`src/rtl/riscv_trace_pkg.sv`:
```
`default_nettype none
// ============================================================================
// Module   : riscv_trace_pkg
// Purpose  : Shared constants for the memory-store trace buffer: record
//            layout width and overflow-policy (WRAP) encodings.
// Revision : 1.0 - initial release
// ============================================================================
package riscv_trace_pkg;

  // WRAP parameter encodings: what happens to a new event when the buffer is full
  localparam int WRAP_DROP      = 0;  // discard the new event
  localparam int WRAP_OVERWRITE = 1;  // evict the oldest entry to make room

  // Default field widths and the resulting record width {ts, addr, data}
  localparam int TRACE_DW    = 32;
  localparam int TRACE_TSW   = 16;
  localparam int TRACE_REC_W = TRACE_TSW + 2 * TRACE_DW;

  // Record width for arbitrary field widths
  function automatic int rec_width(input int dw, input int tsw);
    return tsw + 2 * dw;
  endfunction

endpackage
`default_nettype wire

```
`src/rtl/trace_fifo.sv`:
```
`default_nettype none
// ============================================================================
// Module   : trace_fifo
// Purpose  : Show-ahead circular FIFO holding trace records. Head data is
//            presented combinationally and forced to zero when empty.
// Revision : 1.0 - initial release
// ============================================================================
module trace_fifo #(
  parameter int DEPTH = 16,
  parameter int WIDTH = 80
) (
  input  logic                     clk,
  input  logic                     rst_n,
  input  logic                     push,
  input  logic                     pop,
  input  logic [WIDTH-1:0]         wdata,
  output logic [WIDTH-1:0]         rdata,
  output logic [$clog2(DEPTH):0]   count,
  output logic                     full,
  output logic                     empty
);

  localparam int AW = $clog2(DEPTH);
  localparam int CW = AW + 1;

  logic [WIDTH-1:0] mem [DEPTH];
  logic [AW-1:0]    wr_ptr;
  logic [AW-1:0]    rd_ptr;
  logic [CW-1:0]    occ;
  logic             do_push;
  logic             do_pop;

  // A push into a full FIFO is only legal when the head is leaving the same cycle;
  // in that case wr_ptr == rd_ptr and the new record lands in the freed slot.
  assign do_push = push && (!full || pop);
  assign do_pop  = pop && !empty;

  assign full  = (occ == CW'(DEPTH));
  assign empty = (occ == '0);
  assign count = occ;
  assign rdata = empty ? '0 : mem[rd_ptr];

  // Storage array: written on accepted pushes, never reset
  always_ff @(posedge clk) begin
    if (do_push) begin
      mem[wr_ptr] <= wdata;
    end
  end

  // Pointers wrap naturally since DEPTH is a power of two; occupancy tracks push/pop
  always_ff @(posedge clk or negedge rst_n) begin
    if (!rst_n) begin
      wr_ptr <= '0;
      rd_ptr <= '0;
      occ    <= '0;
    end else begin
      if (do_push) wr_ptr <= wr_ptr + AW'(1);
      if (do_pop)  rd_ptr <= rd_ptr + AW'(1);
      case ({do_push, do_pop})
        2'b10:   occ <= occ + CW'(1);
        2'b01:   occ <= occ - CW'(1);
        default: occ <= occ;
      endcase
    end
  end

endmodule
`default_nettype wire

```
`src/rtl/mem_trace_buffer.sv`:
```
`default_nettype none
// ============================================================================
// Module   : mem_trace_buffer
// Purpose  : Captures M-stage stores whose address falls in an inclusive
//            window, timestamps them, and queues them for a consumer. Full
//            behaviour is either drop-new or overwrite-oldest (WRAP).
// Revision : 1.0 - initial release
// ============================================================================
module mem_trace_buffer #(
  parameter int DEPTH = 16,
  parameter int DW    = 32,
  parameter int TSW   = 16,
  parameter int WRAP  = 0
) (
  input  logic                   clk,
  input  logic                   rst_n,
  input  logic                   cap_en,
  input  logic                   memrw_i,
  input  logic [DW-1:0]          addr_i,
  input  logic [DW-1:0]          wdata_i,
  input  logic [DW-1:0]          filt_lo,
  input  logic [DW-1:0]          filt_hi,
  output logic                   rd_valid,
  input  logic                   rd_ready,
  output logic [TSW-1:0]         rd_ts,
  output logic [DW-1:0]          rd_addr,
  output logic [DW-1:0]          rd_data,
  output logic [$clog2(DEPTH):0] count,
  output logic [15:0]            ovf_cnt,
  output logic                   full,
  output logic                   empty
);

  import riscv_trace_pkg::*;

  localparam int RW        = rec_width(DW, TSW);
  localparam bit OVERWRITE = (WRAP == WRAP_OVERWRITE);

  logic [TSW-1:0] ts;
  logic           in_window;
  logic           cap_evt;
  logic           pop_req;
  logic           lost;
  logic           fifo_push;
  logic           fifo_pop;
  logic [RW-1:0]  head;

  // An inverted window (lo > hi) never matches
  assign in_window = (filt_lo <= filt_hi) && (addr_i >= filt_lo) && (addr_i <= filt_hi);
  assign cap_evt   = cap_en && memrw_i && in_window;
  assign pop_req   = rd_ready && !empty;

  // An event is "lost" when it arrives at a full buffer with no pop to make room;
  // in overwrite mode it still gets stored by forcing the oldest entry out.
  assign lost      = cap_evt && full && !pop_req;
  assign fifo_push = cap_evt && (!full || pop_req || OVERWRITE);
  assign fifo_pop  = pop_req || (lost && OVERWRITE);

  trace_fifo #(
    .DEPTH (DEPTH),
    .WIDTH (RW)
  ) u_fifo (
    .clk   (clk),
    .rst_n (rst_n),
    .push  (fifo_push),
    .pop   (fifo_pop),
    .wdata ({ts, addr_i, wdata_i}),
    .rdata (head),
    .count (count),
    .full  (full),
    .empty (empty)
  );

  assign rd_valid = !empty;
  assign rd_ts    = head[RW-1 -: TSW];
  assign rd_addr  = head[2*DW-1 -: DW];
  assign rd_data  = head[DW-1:0];

  // Free-running timestamp, advancing only while capture is enabled
  always_ff @(posedge clk or negedge rst_n) begin
    if (!rst_n) begin
      ts <= '0;
    end else if (cap_en) begin
      ts <= ts + TSW'(1);
    end
  end

  // Saturating count of dropped or overwritten events
  always_ff @(posedge clk or negedge rst_n) begin
    if (!rst_n) begin
      ovf_cnt <= '0;
    end else if (lost && (ovf_cnt != 16'hFFFF)) begin
      ovf_cnt <= ovf_cnt + 16'd1;
    end
  end

endmodule
`default_nettype wire

```
`config.mk`:
```
export PLATFORM = sky130hd
export DESIGN_NAME = mem_trace_buffer
export DESIGN_NICKNAME = d
export VERILOG_FILES = /design/src/rtl/riscv_trace_pkg.sv /design/src/rtl/trace_fifo.sv /design/src/rtl/mem_trace_buffer.sv
export SDC_FILE = /design/constraint.sdc
export NUM_CORES = 2
export LEC_CHECK = 0
export CORE_ASPECT_RATIO = 0.75
export CORE_MARGIN = 2
export CORE_UTILIZATION = 60
export DETAILED_ROUTE_END_ITERATION = 16
export HOLD_SLACK_MARGIN = 0.06
export PLACE_DENSITY = 0.77
export SETUP_SLACK_MARGIN = 0.15
export SKIP_CTS_REPAIR_TIMING = 1
export SYNTH_ARGS = -nofsm -noshare
export SYNTH_HDL_FRONTEND = slang
export SYNTH_HIERARCHICAL = 1
export SYNTH_SLANG_ARGS = --single-unit
export TNS_END_PERCENT = 20
```
`constraint.sdc`:
```
create_clock -name clk -period 13.65 [get_ports clk]
set_clock_uncertainty 0.15 [all_clocks]
set_input_delay 2.73 -clock clk [delete_from_list [all_inputs] [get_ports clk]]
set_output_delay 2.73 -clock clk [all_outputs]
set_load 0.05 [all_outputs]
```
==> results.md <==
* Clock Sinks at about 1300
* Pleak at 21.5 nW
* CP Class: input pin to flop
* CP startpoint: addr_i[13]
* Iteration-0 DRC Markers at ~3500
* Initial DRT Pass Iterations at 6
* Nets at around 3500
* Int Pwr at 7.99 mW
* Hold depth at 1
* Slew HR at 0.128
* WP data required at between 10000 and 15000 ps
* Top cells by area, synth: edfxtp_1 (71%), mux2i_1 (7.3%), mux4_2 (4.4%)
* CTS Buffer Depth at 3
* Overall power after layout at 12.4 mW
* Worst r2r src: u_fifo/count[2]
* #FFs+latches synth at 1325
* Vias per inst at 6.51
* DR DRC count at 0
* Reg2reg setup slack at 8190 ps
* CTS Root Buffer Type: clkbuf_16
* Reg-to-Reg End: u_fifo/mem[1][54]
* Number of synthesis warnings at 6
* GRT overflow at 0
* Post-synth top area share at 0.708
* Share of cells above drive strength 1 at 0.130
* NetSw at 4.44 mW
* Worst hold path class: flop to flop
* Distinct cells, synth at 70
* Crit. End Element: flop
* Maximum vdd drop at 0.216 mV
* DP Wirelength at 72500 µm
* WL/cell at ~29 µm
* Setup TNS at 0 ps
* Worst Path Arrival at approximately 9000 ps
* Clock latency on the worst-skew pair at slightly above 700 ps
* TritonCTS clock tree: done
* Seq/Total Area, Yosys at 0.729
* RD Place Congestion at 0.882
* Outcome: finished, final reports clean
* CTS Buf Count at 117
* I/O Buffers at 236
* H-tree Lvls at 3
* Antenna Nets Post-Route at 0
* Average cell area after synthesis at 17.9 µm²
* Register share of total power at 0.381
* Combinational power share at 0.359
* Period utilization at 0.645
* Post-synth EDFFs at 1280
* Max-cap violations at 0
* Fmax at 114 MHz
* Ys async rst share at 0.0340
* Critical path fanouts, max at 46
* Initial Util at 0.605
* Final min period at 8810 ps
* Worst slew pin tran at 1310 ps
* Setup crit start kind: input pin
* Die Area at 0.0929 mm²
* Vias in the first global route at 30500
* Net Count, Synth at 3276
* Post-synthesis instance area at 0.0543 mm²
* Synth area leader: edfxtp_1
* # setup viols final at 0
* CP endpoint: u_fifo/mem[1][54]
* Pwr per Cell Area at between 200 and 250 mW/mm²
* Chip height at 264 µm
* Std-Cell Rows at 95
* Clk slew on worst S/H paths at about 70 ps
* Final Hold Vio Count at 0
* Global-route wire length before repair at 194000 µm
* Sw frac at 0.358
* Core Area at between 0.08 and 0.09 mm²
* Total number of vias at 29800
* Post-Route WL at roughly 130000 µm
* Total Routing Usage GR at 0.285
* Reg2Reg Depth at 11
* Area delta synth->final at 13.7%
* Ys flop type: edfxtp_1
* DIE WIDTH at approximately 350 µm
* Ports at 237
* Initial antenna violation count at 1
* Clock Power Share at 0.261
* RSZ-0062 raised after global routing: false
* Final Slew Violations at 0
* Largest net degree at the start of global routing at 150
* Syn Inst Count at 3036
## how the worst min path moves through the flow
stage,from,to,slack [ps]
finish,ovf_cnt[9],ovf_cnt[9],380
global route,ovf_cnt[9],ovf_cnt[9],410
CTS,ovf_cnt[9],ovf_cnt[9],380
detailed placement,ovf_cnt[9],ovf_cnt[9],370
global placement,ovf_cnt[15],ovf_cnt[15],340
floorplan,u_fifo/wr_ptr[0],u_fifo/wr_ptr[0],350
## per-layer routing
metal | up-vias | GRT usage | part of all wire
met2 | 1634 | 0.456 | 0.48
met5 | - | 0 | 0.00011
li1 | 12700 | - | -
met3 | 227 | 0.0554 | 0.093
met1 | 15300 | 0.406 | 0.41
met4 | 2 | 0.0740 | 0.025
## metrics by stage
step                hold WS, ps  instance area, µm²  worst slack (ps)  utilization  std cells
floorplan                   348               54300               241            -       3036
global placement            335               57900              4440        0.646       4370
detailed placement          371               57900              4260        0.646       4370
CTS                         383               61700              4980        0.688       4587
global route                412               61700              4710        0.688       4587
finish                      383               61700              4840        0.688       4588
## cell families (layout without fill, tap and decap cells)
group	after synthesis	in the layout	synth area share
xor+xnor	39	39	0.00629
flops	1325	1325	0.729
mux	576	576	0.132
buf+inv	241	580	0.0190
fa+ha+maj	107	107	0.0247
other cells	0	1	0
simple gates	311	311	0.0326
compound gates	437	437	0.0559
## Yosys cell counts (11+ instances only)
master,count
edfxtp_1,1280
xor2_1,16
dfrtp_1,45
mux2_2,74
o22ai_1,11
nand2_1,44
o311ai_0,53
buf_2,59
a21oi_1,144
mux2i_1,394
nand4_1,24
ha_1,107
a22oi_1,161
xnor2_1,23
nand3_1,77
nor2_1,25
a221o_1,17
inv_1,78
nor2b_1,75
clkbuf_1,86
mux4_2,106
## power by group through the flow
stage	combinational, mW	clock (mW)	sequential, mW
2_1_floorplan	3.06	0	4.72
3_3_place_gp	4.34	0	4.80
3_5_place_dp	4.41	0	4.82
4_1_cts	4.44	3.28	4.73
5_1_grt	4.65	3.43	4.74
6_report	4.46	3.24	4.73
## area by class of cell
cell class / instances / area [µm²]
fill: 5559 / 27900
clock inverter: 70 / 684
sequential: 1325 / 39600
antenna: 1 / 2.50
multi-input combinational: 1470 / 13800
clock buffer: 147 / 3080
tap: 1212 / 1520
timing repair buffer: 283 / 2740
inverter: 80 / 302
## state kept, by name, summed over array words and instances, names as in the netlist
signal	count
u_fifo/mem	1280
u_fifo/rd_ptr	4
ts	16
u_fifo/count	5
ovf_cnt	16
u_fifo/wr_ptr	4
## placed cells by master, fill, tap and decap left out, types with 74 or more instances in the layout
cell and instances:
mux2_2 74, clkdlybuf4s50_1 235, clkbuf_16 119, mux4_2 106, inv_1 78, edfxtp_1 1280, mux2i_1 394, ha_1 107
nand3_1 77, a22oi_1 161, a21oi_1 144
## critical path, cell delays in order
cell and delay [ps]:
clkdlybuf4s50_1 830, ha_1 550, nand4_1 160, nor4_1 710, nand2_1 190, nor3b_1 210
a311oi_2 270, nand4_2 450, a21oi_1 550, o31ai_2 130, buf_4 240, nor3_1 330
and2_4 860, buf_4 720
No activity file was read; power rests on OpenSTA's default activity.
